## src/rtl/armleocpu_ptw_sv32.sv

```systemverilog
// Sv32 page-table walker: resolves a VPN through up to two PTE reads and
// returns the leaf PPN and access bits, or a page/access fault.
module armleocpu_ptw_sv32 #(
  parameter bit ENABLE_SUPERPAGE = 1'b1
) (
  input  logic        clk,
  input  logic        rst,
  input  logic [21:0] satp_ppn,
  input  logic        resolve_request,
  input  logic [19:0] resolve_virtual_address,
  output logic        resolve_busy,
  output logic        resolve_done,
  output logic        resolve_pagefault,
  output logic        resolve_accessfault,
  output logic [21:0] resolve_physical_address,
  output logic [7:0]  resolve_access_bits,
  output logic        mem_read,
  output logic [33:0] mem_address,
  input  logic        mem_done,
  input  logic        mem_error,
  input  logic [31:0] mem_readdata,
  output logic        tlb_write,
  output logic [19:0] tlb_virtual_address_w,
  output logic [7:0]  tlb_accesstag_w,
  output logic [21:0] tlb_phys_w
);

  localparam int unsigned PPN_W  = 22;
  localparam int unsigned VPN_W  = 20;
  localparam int unsigned ADDR_W = 34;
  localparam int unsigned BITS_W = 8;

  typedef enum logic [1:0] {
    S_IDLE = 2'd0,
    S_L1   = 2'd1,
    S_L0   = 2'd2,
    S_DONE = 2'd3
  } state_t;

  state_t              state_q, state_d;
  logic [VPN_W-1:0]    vaddr_q, vaddr_d;
  logic                mem_read_q, mem_read_d;
  logic [ADDR_W-1:0]   mem_addr_q, mem_addr_d;
  logic                busy_q, busy_d;
  logic                done_q, done_d;
  logic                pf_q, pf_d;
  logic                af_q, af_d;
  logic [PPN_W-1:0]    ppn_q, ppn_d;
  logic [BITS_W-1:0]   bits_q, bits_d;
  logic [VPN_W-1:0]    tlb_va_q, tlb_va_d;
  logic                tlbw_q, tlbw_d;

  logic                leaf_ok;
  logic [PPN_W-1:0]    leaf_ppn;

  logic pte_v, pte_r, pte_w, pte_x, pte_leaf;
  assign pte_v    = mem_readdata[0];
  assign pte_r    = mem_readdata[1];
  assign pte_w    = mem_readdata[2];
  assign pte_x    = mem_readdata[3];
  assign pte_leaf = pte_r | pte_x;

  // RSW bits are neither checked nor forwarded
  logic unused_pte_rsw;
  assign unused_pte_rsw = ^mem_readdata[9:8];

  // Next-state and registered-output logic
  always_comb begin
    state_d    = state_q;
    vaddr_d    = vaddr_q;
    mem_read_d = mem_read_q;
    mem_addr_d = mem_addr_q;
    done_d     = 1'b0;
    pf_d       = 1'b0;
    af_d       = 1'b0;
    ppn_d      = ppn_q;
    bits_d     = bits_q;
    tlb_va_d   = tlb_va_q;
    tlbw_d     = 1'b0;
    leaf_ok    = 1'b0;
    leaf_ppn   = '0;

    case (state_q)
      S_IDLE: begin
        if (resolve_request) begin
          vaddr_d    = resolve_virtual_address;
          mem_addr_d = {satp_ppn, resolve_virtual_address[19:10], 2'b00};
          mem_read_d = 1'b1;
          state_d    = S_L1;
        end
      end
      S_L1, S_L0: begin
        if (mem_read_q && mem_done) begin
          mem_read_d = 1'b0;
          state_d    = S_DONE;
          if (mem_error) begin
            af_d = 1'b1;
          end else if (!pte_v || (pte_w && !pte_r)) begin
            pf_d = 1'b1;
          end else if (pte_leaf) begin
            if (state_q == S_L0) begin
              leaf_ok  = 1'b1;
              leaf_ppn = mem_readdata[31:10];
            end else if (ENABLE_SUPERPAGE && (mem_readdata[19:10] == 10'd0)) begin
              leaf_ok  = 1'b1;
              leaf_ppn = {mem_readdata[31:20], vaddr_q[9:0]};
            end else begin
              pf_d = 1'b1;
            end
          end else if (state_q == S_L1) begin
            // Pointer PTE: address for the L0 read is parked while mem_read is low
            state_d    = S_L0;
            mem_addr_d = {mem_readdata[31:10], vaddr_q[9:0], 2'b00};
          end else begin
            pf_d = 1'b1;
          end
        end else if ((state_q == S_L0) && !mem_read_q) begin
          mem_read_d = 1'b1;
        end
      end
      S_DONE: begin
        state_d = S_IDLE;
      end
      default: begin
        state_d = S_IDLE;
      end
    endcase

    done_d = (state_d == S_DONE);
    if (leaf_ok) begin
      ppn_d    = leaf_ppn;
      bits_d   = mem_readdata[7:0];
      tlb_va_d = vaddr_q;
      tlbw_d   = 1'b1;
    end
    busy_d = (state_d != S_IDLE);
  end

  // State register
  always_ff @(posedge clk) begin
    if (rst) begin
      state_q    <= S_IDLE;
      vaddr_q    <= '0;
      mem_read_q <= 1'b0;
      mem_addr_q <= '0;
      busy_q     <= 1'b0;
      done_q     <= 1'b0;
      pf_q       <= 1'b0;
      af_q       <= 1'b0;
      ppn_q      <= '0;
      bits_q     <= '0;
      tlb_va_q   <= '0;
      tlbw_q     <= 1'b0;
    end else begin
      state_q    <= state_d;
      vaddr_q    <= vaddr_d;
      mem_read_q <= mem_read_d;
      mem_addr_q <= mem_addr_d;
      busy_q     <= busy_d;
      done_q     <= done_d;
      pf_q       <= pf_d;
      af_q       <= af_d;
      ppn_q      <= ppn_d;
      bits_q     <= bits_d;
      tlb_va_q   <= tlb_va_d;
      tlbw_q     <= tlbw_d;
    end
  end

  assign resolve_busy             = busy_q;
  assign resolve_done             = done_q;
  assign resolve_pagefault        = pf_q;
  assign resolve_accessfault      = af_q;
  assign resolve_physical_address = ppn_q;
  assign resolve_access_bits      = bits_q;
  assign mem_read                 = mem_read_q;
  assign mem_address              = mem_addr_q;
  assign tlb_write                = tlbw_q;
  assign tlb_virtual_address_w    = tlb_va_q;
  assign tlb_accesstag_w          = bits_q;
  assign tlb_phys_w               = ppn_q;

endmodule

```

## config.mk

```make
export PLATFORM = sky130hd
export DESIGN_NAME = armleocpu_ptw_sv32
export DESIGN_NICKNAME = d
export VERILOG_FILES = /design/src/rtl/armleocpu_ptw_sv32.sv
export SDC_FILE = /design/constraint.sdc
export NUM_CORES = 1
export LEC_CHECK = 0
export CORE_MARGIN = 5
export CORE_UTILIZATION = 48
export DETAILED_ROUTE_END_ITERATION = 10
export PLACE_DENSITY = 0.92
export SYNTH_ARGS = -nofsm -noshare
export SYNTH_HDL_FRONTEND = slang
export SYNTH_SLANG_ARGS = --single-unit
```

## constraint.sdc

```tcl
create_clock -name clk -period 6.2 [get_ports clk]
set_clock_uncertainty 0.05 [all_clocks]
set_input_delay 1.86 -clock clk [delete_from_list [all_inputs] [get_ports clk]]
set_output_delay 1.86 -clock clk [all_outputs]
set_load 0.005 [all_outputs]
```

---- Word-level counts from Yosys, hierarchy flattened ----
Cells that the tools add are included.
cells by class
  bitwise operators ....................... 3
  magnitude comparators ................... 0
  multipliers ............................. 0
  div/mod/pow operators ................... 0
  eq/ne operators ......................... 11
  reductions and logical operators ........ 17
  add/sub/neg operators ................... 0
  shifts and indexed selects .............. 0
  muxes and demuxes ....................... 39
operator list
  cell                                                              count
  34-bit two-way mux                                                6
  22-bit two-way mux                                                7
  34-bit case mux with 2 select lines                               1
  1-bit two-way mux                                                 21
  2-bit != test (second input constant)                             6
  10-bit zero test                                                  1
  7-bit AND reduction                                               1
  2-bit == test (second input constant)                             3
  2-bit case mux with 3 select lines                                1
  2-bit two-way mux                                                 2
  2-bit nonzero test                                                2
  4-bit OR reduction                                                1
  1-bit logical AND                                                 3
  1-bit zero test                                                   3
  3-bit != test (second input constant)                             1
  3-bit AND reduction                                               1
  3-bit OR reduction                                                1
  2-bit by 1-bit == test with 1-bit output (second input constant)  1
  2-bit zero test                                                   1
  1-bit NOT                                                         2
  1-bit case mux with 2 select lines                                1
  2-bit AND reduction                                               1
  2-bit OR reduction                                                1
  1-bit logical OR                                                  1
  1-bit bitwise OR                                                  1
word-level totals
  bits in latches ......................... 0
  ROM bits ................................ 0
  logic and storage cells ................. 82
  RAM bits ................................ 0
  memories kept ........................... 0
  register bits ........................... 112

---- Logic depth before layout (Yosys ltp) ----
Gate-level depths: netlist of the first run.
  depth in word-level cells ............... 9
  depth in mapped cells ................... 8
  gate-level depth less buffers ........... 6

---- Worst setup path after synthesis of the first run ----
OpenSTA, ideal clock, no wires.
  path type ............................... input -> register
  start point ............................. in mem_readdata[10]
  end point ............................... reg bits_q[7], in the netlist resolve_access_bits[7]
  setup slack ............................. 2.754 ns
  library setup time ...................... 0.132 ns
  stages on the path ...................... 6
  arrival ................................. 3.263 ns
  cell sequence ........................... or4_1 o31a_1 buf_2 buf_2 o21ai_0 a21oi_1
on the way
  word-level cells in the longest chain between the ends .. 8
ends and longest elaborated chain
  what                    line  source
  start: declaration      21    input logic [31:0] mem_readdata,
  10-bit zero test        104   end else if (ENABLE_SUPERPAGE && (mem_readdata[19:10] == 10'd0)) begin
  1-bit two-way mux       104
  1-bit two-way mux       101   if (state_q == S_L0) begin
  1-bit two-way mux       100   end else if (pte_leaf) begin
  1-bit two-way mux       98    end else if (!pte_v || (pte_w && !pte_r)) begin
  1-bit two-way mux       96    if (mem_error) begin
  1-bit two-way mux       93    if (mem_read_q && mem_done) begin
  1-bit two-way mux       83    case (state_q)
  end signal: assignment  164   bits_q <= bits_d;
  end: declaration        49    logic [BITS_W-1:0] bits_q, bits_d;
No other way between the ends.
A chain may end at the register's enable or synchronous reset.

---- Worst setup path after layout of the first run ----
  start point ............................. in mem_readdata[17]
  end point ............................... reg ppn_q[4], in the netlist resolve_physical_address[4]
on the way
  word-level cells in the longest chain between the ends .. 8
  elaborated cells on any way between the ends .. 15
  classes of those cells .................. 14 x mux; 1 x reduce/logical
ends and longest elaborated chain
  what                                                     line  source
  10-bit zero test (*)                                     104
  22-bit two-way mux or 1-bit two-way mux (tied branches)  104
  22-bit two-way mux or 1-bit two-way mux (tied branches)  101
  22-bit two-way mux or 1-bit two-way mux (tied branches)  100
  22-bit two-way mux or 1-bit two-way mux (tied branches)  98
  22-bit two-way mux or 1-bit two-way mux (tied branches)  96
  22-bit two-way mux or 1-bit two-way mux (tied branches)  93
  22-bit two-way mux or 1-bit two-way mux (tied branches)  83
  end signal: assignment                                   163   ppn_q <= ppn_d;
  end: declaration                                         48    logic [PPN_W-1:0] ppn_q, ppn_d;
Mark *: on every way between the ends. The rest lies on a longest branch, timed or not.

==> metrics.txt, run 1 <==
Syn Area/Cell=8.466 µm²; diode count=0; worst stage delay on the critical path=~0.90 ns; Seq/Total Area, Yosys=42.85%; Yosys warning total=0; TritonCTS clock tree=built; antenna violations before repair=0; setup slack after layout=1.843 ns; area delta synth->final=36.89%; Netlist cell types=42; critical path cell sequence=clkdlybuf4s50_1 > or4_1 > o31ai_4 > buf_4 > a21oi_1 > a211oi_1; synthesized cell area=5139 µm²; vias per inst=6.083; Synth Instances=607; placed inst area=6819 µm²; PwrDens=roughly 240 nW/µm²; number of max-cap violations=0; hpwl dp=12.15 mm; Pwr Total=between 1.5 and 2 mW; clock slew at reported path FFs=0.10 ns; final instance area=about 7000 µm²; worst path required time=6.43 ns; Post-synth top flop=dfxtp_1; area share of the largest cell type after synthesis=42.85%; postcts setup bufs=0; Peak supply drop=0.1434 mV; FF/Latch Area=roughly 2200 µm²; Die Y=113.5 µm; pin count of the biggest net entering global routing=111; antenna-violating nets left=0; # setup viols final=0; clk sink count=110; Die ar.=12870 µm²; drt wl/cell=around 20 µm; fmax=between 200 and 250 MHz; synthesized flop and latch total=110; clock root cell=clkbuf_8; initial core utilization=between 40% and 50%; core footprint=10370 µm²; Tmin final=4.357 ns; Leak Pwr=2.319 nW; Worst Hold Class=reg2reg; CP Capture Type=register; share of post-route cells with drive strength above 1=between 8 and 9%; Placement Setup Slack=1.487 ns; layout net count=809; drt total wl=around 18 mm; Synth area leaders=dfxtp_1, mux2_2, a21oi_1, buf_4, o21ai_0; depth of the CTS H-tree=3; clock latency on the worst-skew pair=0.37 ns; final hold viol count=0; ys async rst share=0%; CTS max path bufs=2; Commonest cells post-synth=dfxtp_1, a21oi_1, o21ai_0, clkbuf_1, nand2_1; Critical Path AT=4.59 ns; relative slew slack=6.882%; Fillers=848; Hold-fix buffers, CTS=0; die span in x=between 100 and 150 µm; Multi-input gate area=2445 µm²; crit-path max FO=24; Num CTS Buffers=9; Overflow after GRT=0; routed via count=~5.3k; number of synthesized flops with an enable pin=0; RSZ-0062 raised after global routing=no; first-pass GRT wire length=26.91 mm; crit path launch type=input port; post-CTS sizing=0; most frequent cell after synthesis=dfxtp_1; DRC=0; Crit-path slowest cell=o31ai_4; DRT Pass-1 Iters=5; status=completed; gr usage total=between 20% and 30%; Detailed Route Iter0 Violations=562; area leader, netlist=dfxtp_1; Final Max Tran Viols=0; Final Cycle Share=70.27%; FP Rows=37; share of the core filled with cells=67.83%; IO Pins=199; # port buffers=194; TNS Setup=0 ns; WS Path Type=in2reg; Slew @ Worst Pin=approximately 1.4 ns; placer congestion estimate=approximately 0.86; vias in the first global route=5068
## final timing paths
path                                        from                          end  slack, ns  depth (start not counted)
worst max-delay path            mem_readdata[17]  resolve_physical_address[4]       1.84                          6
worst min-delay path                 vaddr_q[16]                  vaddr_q[16]       0.41                          2
worst max register to register        state_q[0]              mem_address[27]       3.13                          7
worst min register to register       vaddr_q[16]                  vaddr_q[16]       0.41                          2
## flip-flops by register name, summed over array words and instances, names as in the netlist
signal / cells
mem_address: 32
resolve_physical_address: 22
tlb_virtual_address_w: 20
vaddr_q: 20
resolve_access_bits: 8
state_q: 2
mem_read: 1
resolve_accessfault: 1
resolve_busy: 1
resolve_done: 1
resolve_pagefault: 1
tlb_write: 1
## layout make-up
type | count | share of cell area, %
clock inverters | 7 | 1.121
inverters | 8 | 0.4269
clock buffers | 9 | 1.761
multi-input cells | 398 | 34.76
well taps | 136 | 2.419
repair buffers | 200 | 28.21
flip-flops and latches | 110 | 31.31
## cell families (layout without fill, tap and decap cells)
group | after synthesis | in the layout | share of synthesized area, %
muxes | 37 | 37 | 7.986
AOI/OAI and AO/OA | 174 | 174 | 19.65
and+or+nand+nor | 182 | 182 | 18.29
buffers and inverters | 100 | 224 | 10.42
adders and majority gates | 3 | 3 | 0.7305
other | 1 | 2 | 0.07298
DFF | 110 | 110 | 42.85
## worst max-delay path: cells and delay by family
family,cells,cell delay (ns)
AO/OA/AOI/OAI,3,1.23
buffers and inverters,2,0.82
AND/OR/NAND/NOR,1,0.65
## placed cells by master (no fill, tap or decap), types with 3 or more instances in the layout
cell	synthesis	final
a211oi_1	3	3
a21oi_1	66	66
a22oi_1	3	3
a31oi_1	34	34
and2_1	3	3
buf_4	32	7
clkbuf_8	0	9
clkdlybuf4s50_1	0	193
dfxtp_1	110	110
ha_1	3	3
inv_1	8	8
mux2_2	32	32
mux2i_1	5	5
nand2_1	44	44
nand2b_1	5	5
nand3_1	39	39
nor2_1	6	6
nor2b_1	9	8
nor3_1	34	34
nor4_1	33	33
o21ai_0	47	47
o31ai_1	8	7
or2_2	3	3
## report_power, final
group	switching (mW)	internal (mW)	total (mW)
clock	0.259	0.192	0.451
combinational	0.219	0.204	0.423
sequential	0.0345	0.757	0.792
## metal layers
layer  vias up  global-route usage (%)  share of wire, %
li1       2407                       -                 -
met1      2505                   31.82                38
met2       316                   43.23                49
met3        52                   5.995               9.5
met4         0                   9.936               3.2
met5         -                       0                 0
## through the flow
| step | std cells | hold slack (ns) |
|---|---|---|
| floorplan | 608 | 0.3866 |
| global placement | 852 | 0.3965 |
| detailed placement | 852 | 0.3977 |
| CTS | 868 | 0.4125 |
| global route | 868 | 0.4327 |
| finish | 868 | 0.4091 |
No activity file was read; power rests on OpenSTA's default activity.
==> inputs of run 2 (changes only) <==
--- a/config.mk
+++ b/config.mk
@@ -6,9 +6,9 @@
 export NUM_CORES = 1
 export LEC_CHECK = 0
 export CORE_MARGIN = 5
-export CORE_UTILIZATION = 48
+export CORE_UTILIZATION = 44
 export DETAILED_ROUTE_END_ITERATION = 10
-export PLACE_DENSITY = 0.92
+export PLACE_DENSITY = 0.85
 export SYNTH_ARGS = -nofsm -noshare
 export SYNTH_HDL_FRONTEND = slang
 export SYNTH_SLANG_ARGS = --single-unit
==> constraint.sdc (replaced) <==
create_clock -name clk -period 4.5 [get_ports clk]
set_clock_uncertainty 0.05 [all_clocks]
set_input_delay 1.35 -clock clk [delete_from_list [all_inputs] [get_ports clk]]
set_output_delay 1.35 -clock clk [all_outputs]
set_load 0.005 [all_outputs]
==> run 2 against run 1 <==
Via count down 1.5%; cell count up 1.6%; flip-flop and latch count unchanged; register-to-register slack worse by 1.5 ns; sequential share of layout area down 0.62 points; non-clock buffer count up 7; critical path type unchanged.
==> metrics.txt, run 2 (synthesized netlist as in run 1, its figures left out) <==
sequential cell fraction of total power=44.8%; drt total wl=17.20 mm; worst setup path start=mem_readdata[2]; Gate power share=23.8%; placed cells=866; area delta synth->final=39.64%; clock latency on the worst-skew pair=between 0.3 and 0.4 ns; number of max-cap violations=0; Detailed Route Iter0 Violations=412; TNS Setup=0 ns; Leak Pwr=~2.4 nW; Tmin final=~3.5 ns; Sw Ratio=29.18%; Slew @ Worst Pin=around 1.4 ns; vias per inst=5.897; commonest non-fill, non-tap cell in the layout=clkdlybuf4s50_1; internal power=1.724 mW; critical path capture point=mem_address[16]; routed via count=5201; DRC=0; R2R Path End=mem_address[16]; share of the core filled with cells=about 63%; gr usage total=between 20% and 30%; # setup viols final=0; core footprint=around 11000 µm²; crit path launch type=input port; Worst Hold Class=reg2reg; Final Max Tran Viols=0; fin cells=between 800 and 900; DRT Pass-1 Iters=5; post-CTS sizing=0; crit-path max FO=32; antenna-violating nets left=0; clock share of power=31.4%; PwrDens=339.2 nW/µm²; CP Depth=5; drt wl/cell=19.50 µm; share of post-route cells with drive strength above 1=9.743%; antenna violations before repair=0; IO Pins=199; pin count of the biggest net entering global routing=79; clock root cell=clkbuf_16; max FFs per register=32; placer congestion estimate=0.8594; FP Rows=39; die span in x=118.1 µm; Num CTS Buffers=9; sw power=710.1 µW; clk sink count=110; layout net count=816; vias in the first global route=5067; worst path required time=4.72 ns; Pwr Total=approximately 2.4 mW; CTS max path bufs=2; final hold viol count=0; Overflow after GRT=0; Hold-fix buffers, CTS=0; initial core utilization=45.00%; hold_sp=vaddr_q[11]; setup slack after layout=1.009 ns; Peak supply drop=around 0.19 mV; TritonCTS clock tree=built; delay-heaviest family, CP=compound AO/OA/AOI/OAI gates; Die ar.=13940 µm²; diode count=0; first-pass GRT wire length=27.41 mm; fmax=between 200 and 300 MHz; clock slew at reported path FFs=about 0.070 ns; Die Y=118.1 µm; postcts setup bufs=0; worst stage delay on the critical path=1.09 ns; reg2reg setup slack=roughly 1.6 ns; # port buffers=194; status=completed; Final Cycle Share=77.57%; Crit-path slowest cell=o31a_1; reg2reg path depth=7; relative slew slack=between 8 and 9%; Placement Setup Slack=0.7540 ns; hpwl dp=about 12 mm; CP Capture Type=register; Bufs and invs on worst path=1; critical path cell sequence=clkdlybuf4s50_1 > nor2b_1 > o31a_1 > nor4_1 > nor3_1; Reg2Reg Launch Point=state_q[1]; depth of the CTS H-tree=3; RSZ-0062 raised after global routing=no; most frequent cells in the layout=clkdlybuf4s50_1, dfxtp_1, a21oi_1, o21ai_0, nand2_1; WS Path Type=in2reg; Critical Path AT=3.71 ns
run 2: cell count changes in the layout (fill, tap and decap cells not counted), sizes merged:
cell | previous run | this run
inv | 11 | 10
clkinvlp | 2 | 1
buf | 7 | 14
clkinv | 1 | 3
clkbuf | 9 | 10
bufinv | 1 | 0
run 2: power groups by stage:
stage | combinational, mW | clock, mW | sequential [mW]
2_1_floorplan | 0.301 | 0 | 1.11
3_5_place_dp | 0.572 | 0 | 1.11
4_1_cts | 0.575 | 0.775 | 1.09
6_report | 0.579 | 0.764 | 1.09
3_3_place_gp | 0.560 | 0 | 1.11
5_1_grt | 0.622 | 0.814 | 1.10
run 2: area by class of cell:
type                    count  area, µm²
repair buffers            207       2049
inverters                   8      30.03
well taps                 143      178.9
multi-input cells         398       2432
flip-flops and latches    110       2202
fillers                   999       4243
clock inverters             6      43.79
clock buffers              10      239.0
run 2: metrics by stage:
| step | hold WS (ns) | area (µm²) |
|---|---|---|
| after global placement | 0.3946 | 6893 |
| after CTS | 0.4081 | 7176 |
| after floorplan | 0.3866 | 5142 |
| after global routing | 0.4170 | 7176 |
| final | 0.4105 | 7176 |
| after detailed placement | 0.3980 | 6893 |
run 2: per-layer routing:
| metal | global-route usage, % | routed length [µm] |
|---|---|---|
| met5 | 0 | 0 |
| met4 | 7.885 | 381 |
| met3 | 5.094 | 1447 |
| met2 | 37.80 | 8149 |
| met1 | 31.50 | 7222 |
run 2: how the worst min path moves through the flow:
stage | end | slack [ns] | cells after the start
floorplan | vaddr_q[10] | 0.39 | 2
global placement | vaddr_q[19] | 0.39 | 2
detailed placement | vaddr_q[11] | 0.40 | 2
CTS | vaddr_q[16] | 0.41 | 2
global route | vaddr_q[16] | 0.42 | 2
finish | vaddr_q[11] | 0.41 | 2
run 2: worst reg2reg max path: cells and delay by family, from the launching register on:
| kind | cells | cell delay (ns) |
|---|---|---|
| adder cells (fa/ha/maj) | 1 | 0.30 |
| AND/OR/NAND/NOR | 3 | 0.60 |
| flip-flops | 1 | 0.37 |
| buffers and inverters | 2 | 0.53 |
| AO/OA/AOI/OAI | 1 | 0.98 |
==> inputs of run 3 (changes only) <==
--- a/config.mk
+++ b/config.mk
@@ -6,9 +6,9 @@
 export NUM_CORES = 1
 export LEC_CHECK = 0
 export CORE_MARGIN = 5
-export CORE_UTILIZATION = 44
+export CORE_UTILIZATION = 40
 export DETAILED_ROUTE_END_ITERATION = 10
-export PLACE_DENSITY = 0.85
+export PLACE_DENSITY = 0.82
 export SYNTH_ARGS = -nofsm -noshare
 export SYNTH_HDL_FRONTEND = slang
 export SYNTH_SLANG_ARGS = --single-unit
==> constraint.sdc (replaced) <==
create_clock -name clk -period 3.1 [get_ports clk]
set_clock_uncertainty 0.05 [all_clocks]
set_input_delay 0.93 -clock clk [delete_from_list [all_inputs] [get_ports clk]]
set_output_delay 0.93 -clock clk [all_outputs]
set_load 0.005 [all_outputs]
==> run 3 against run 2 <==
Register-to-register slack worse by 0.84 ns; routed wire length is 3.2% higher; count of clock-buffer cells in the layout increased by 1; non-clock buffer count rose by 14; core utilization shrank 4.0 points; critical path depth grew 1; combinational power is 50% higher; first-iteration DRC count increased by 27%; critical path type unchanged; design area grew 3.4%; cell count grew 4.9%; power increased by 50%.
==> metrics.txt, run 3 (synthesized netlist as in run 1, its figures left out) <==
clock root cell=clkbuf_16; routed via count=between 5k and 6k; antenna-violating nets left=0; area delta synth->final=44.39%; Die ar.=15210 µm²; FP Rows=41; Overflow after GRT=0; die span in x=123.3 µm; core footprint=12620 µm²; worst path required time=3.27 ns; RSZ-0062 raised after global routing=no; first-pass GRT wire length=27.28 mm; gr usage total=between 20% and 30%; clock latency on the worst-skew pair=approximately 0.35 ns; hpwl dp=approximately 13 mm; vias in the first global route=~5.1k; R2R Path End=mem_address[33]; relative slew slack=51.66%; layout net count=830; Detailed Route Iter0 Violations=522; # setup viols final=0; post-CTS sizing=0; Slew @ Worst Pin=0.7234 ns; WS Path Type=in2reg; clock slew at reported path FFs=around 0.07 ns; Placement Setup Slack=0.03006 ns; depth of the CTS H-tree=3; CTS max path bufs=2; postcts setup bufs=0; Num CTS Buffers=9; clk sink count=110; drt wl/cell=around 19 µm; Min-Delay Endpoint=vaddr_q[19]; status=completed; placer congestion estimate=0.8852; crit path launch type=input port; fmax=358.2 MHz; Hold-fix buffers, CTS=0; PwrDens=491.0 nW/µm²; hold_sp=vaddr_q[19]; antenna violations before repair=0; Final Max Tran Viols=0; reg2reg setup slack=0.76 ns; TNS Setup=0 ns; pin count of the biggest net entering global routing=53; crit-path max FO=47; initial core utilization=40.72%; final hold viol count=0; diode count=0; setup slack after layout=just over 0.3 ns; CP Capture Type=register; commonest non-fill, non-tap cell in the layout=clkdlybuf4s50_1; IO Pins=199; Reg2Reg Launch Point=state_q[1]; share of post-route cells with drive strength above 1=11.42%; Peak supply drop=0.2738 mV; Die Y=around 120 µm; vias per inst=~5.7; TritonCTS clock tree=built; number of max-cap violations=0; worst setup path start=mem_readdata[10]; max FFs per register=32; Tmin final=2.792 ns; Final Cycle Share=90.06%; most frequent cells in the layout=clkdlybuf4s50_1, dfxtp_1, a21oi_1, o21ai_0, nand2_1; Critical Path AT=roughly 3.0 ns; Worst Hold Class=reg2reg; reg2reg path depth=8; DRC=0; drt total wl=17.76 mm; # port buffers=194; hold depth=2; share of the core filled with cells=58.79%; Leak Pwr=2.487 nW; DRT Pass-1 Iters=5
==> run 3: worst max-delay path, stage by stage <==
cell and delay, ns:
clkdlybuf4s50_1 0.47, or4_1 0.68, o31a_1 0.33, buf_12 0.19, o21ai_0 0.24, o31ai_1 0.12
==> run 3: final cells by class <==
cell class / instances / area (µm²)
sequential: 110 / 2202
clock buffer: 11 / 252.7
tap: 172 / 215.2
inverter: 8 / 30.03
timing repair buffer: 221 / 2230
fill: 1137 / 5200
multi-input combinational: 398 / 2432
clock inverter: 5 / 57.56
==> run 3: per-layer routing <==
| layer | global-route usage, % | vias up | part of all wire, % |
|---|---|---|---|
| met5 | 0 | - | 0 |
| met4 | 8.581 | 0 | 2.9 |
| met3 | 4.529 | 34 | 9.1 |
| met2 | 35.88 | 286 | 47 |
| met1 | 30.76 | 2495 | 41 |
| li1 | - | 2448 | - |
==> run 3: how the worst max path moves through the flow <==
stage / cells past startpoint / endpoint / slack [ns]
after floorplan: 6 / resolve_access_bits[7] / 0.58
after global placement: 6 / resolve_physical_address[6] / 0.10
after detailed placement: 6 / resolve_physical_address[4] / 0.03
after CTS: 6 / resolve_physical_address[0] / 0.31
after global routing: 6 / resolve_physical_address[0] / 0.27
final: 6 / resolve_physical_address[0] / 0.31
==> run 3: per-stage QoR <==
stage / instances / power, mW / cell area [µm²] / hold slack (ns)
final: 925 / 3.643 / 7420 / 0.4076
after global routing: 925 / 3.797 / 7420 / 0.4285
after CTS: 925 / 3.649 / 7420 / 0.4078
after detailed placement: 909 / 2.468 / 7109 / 0.3972
after global placement: 909 / 2.449 / 7109 / 0.3944
after floorplan: 608 / 2.042 / 5142 / 0.3866
==> run 3: power by group <==
part           leakage, nW  switching (mW)  internal [mW]  total (mW)
Combinational         1.45           0.427          0.440       0.867
Clock                0.144           0.522          0.669        1.19
Sequential           0.897          0.0697           1.51        1.58
Total                 2.49            1.02           2.62        3.64
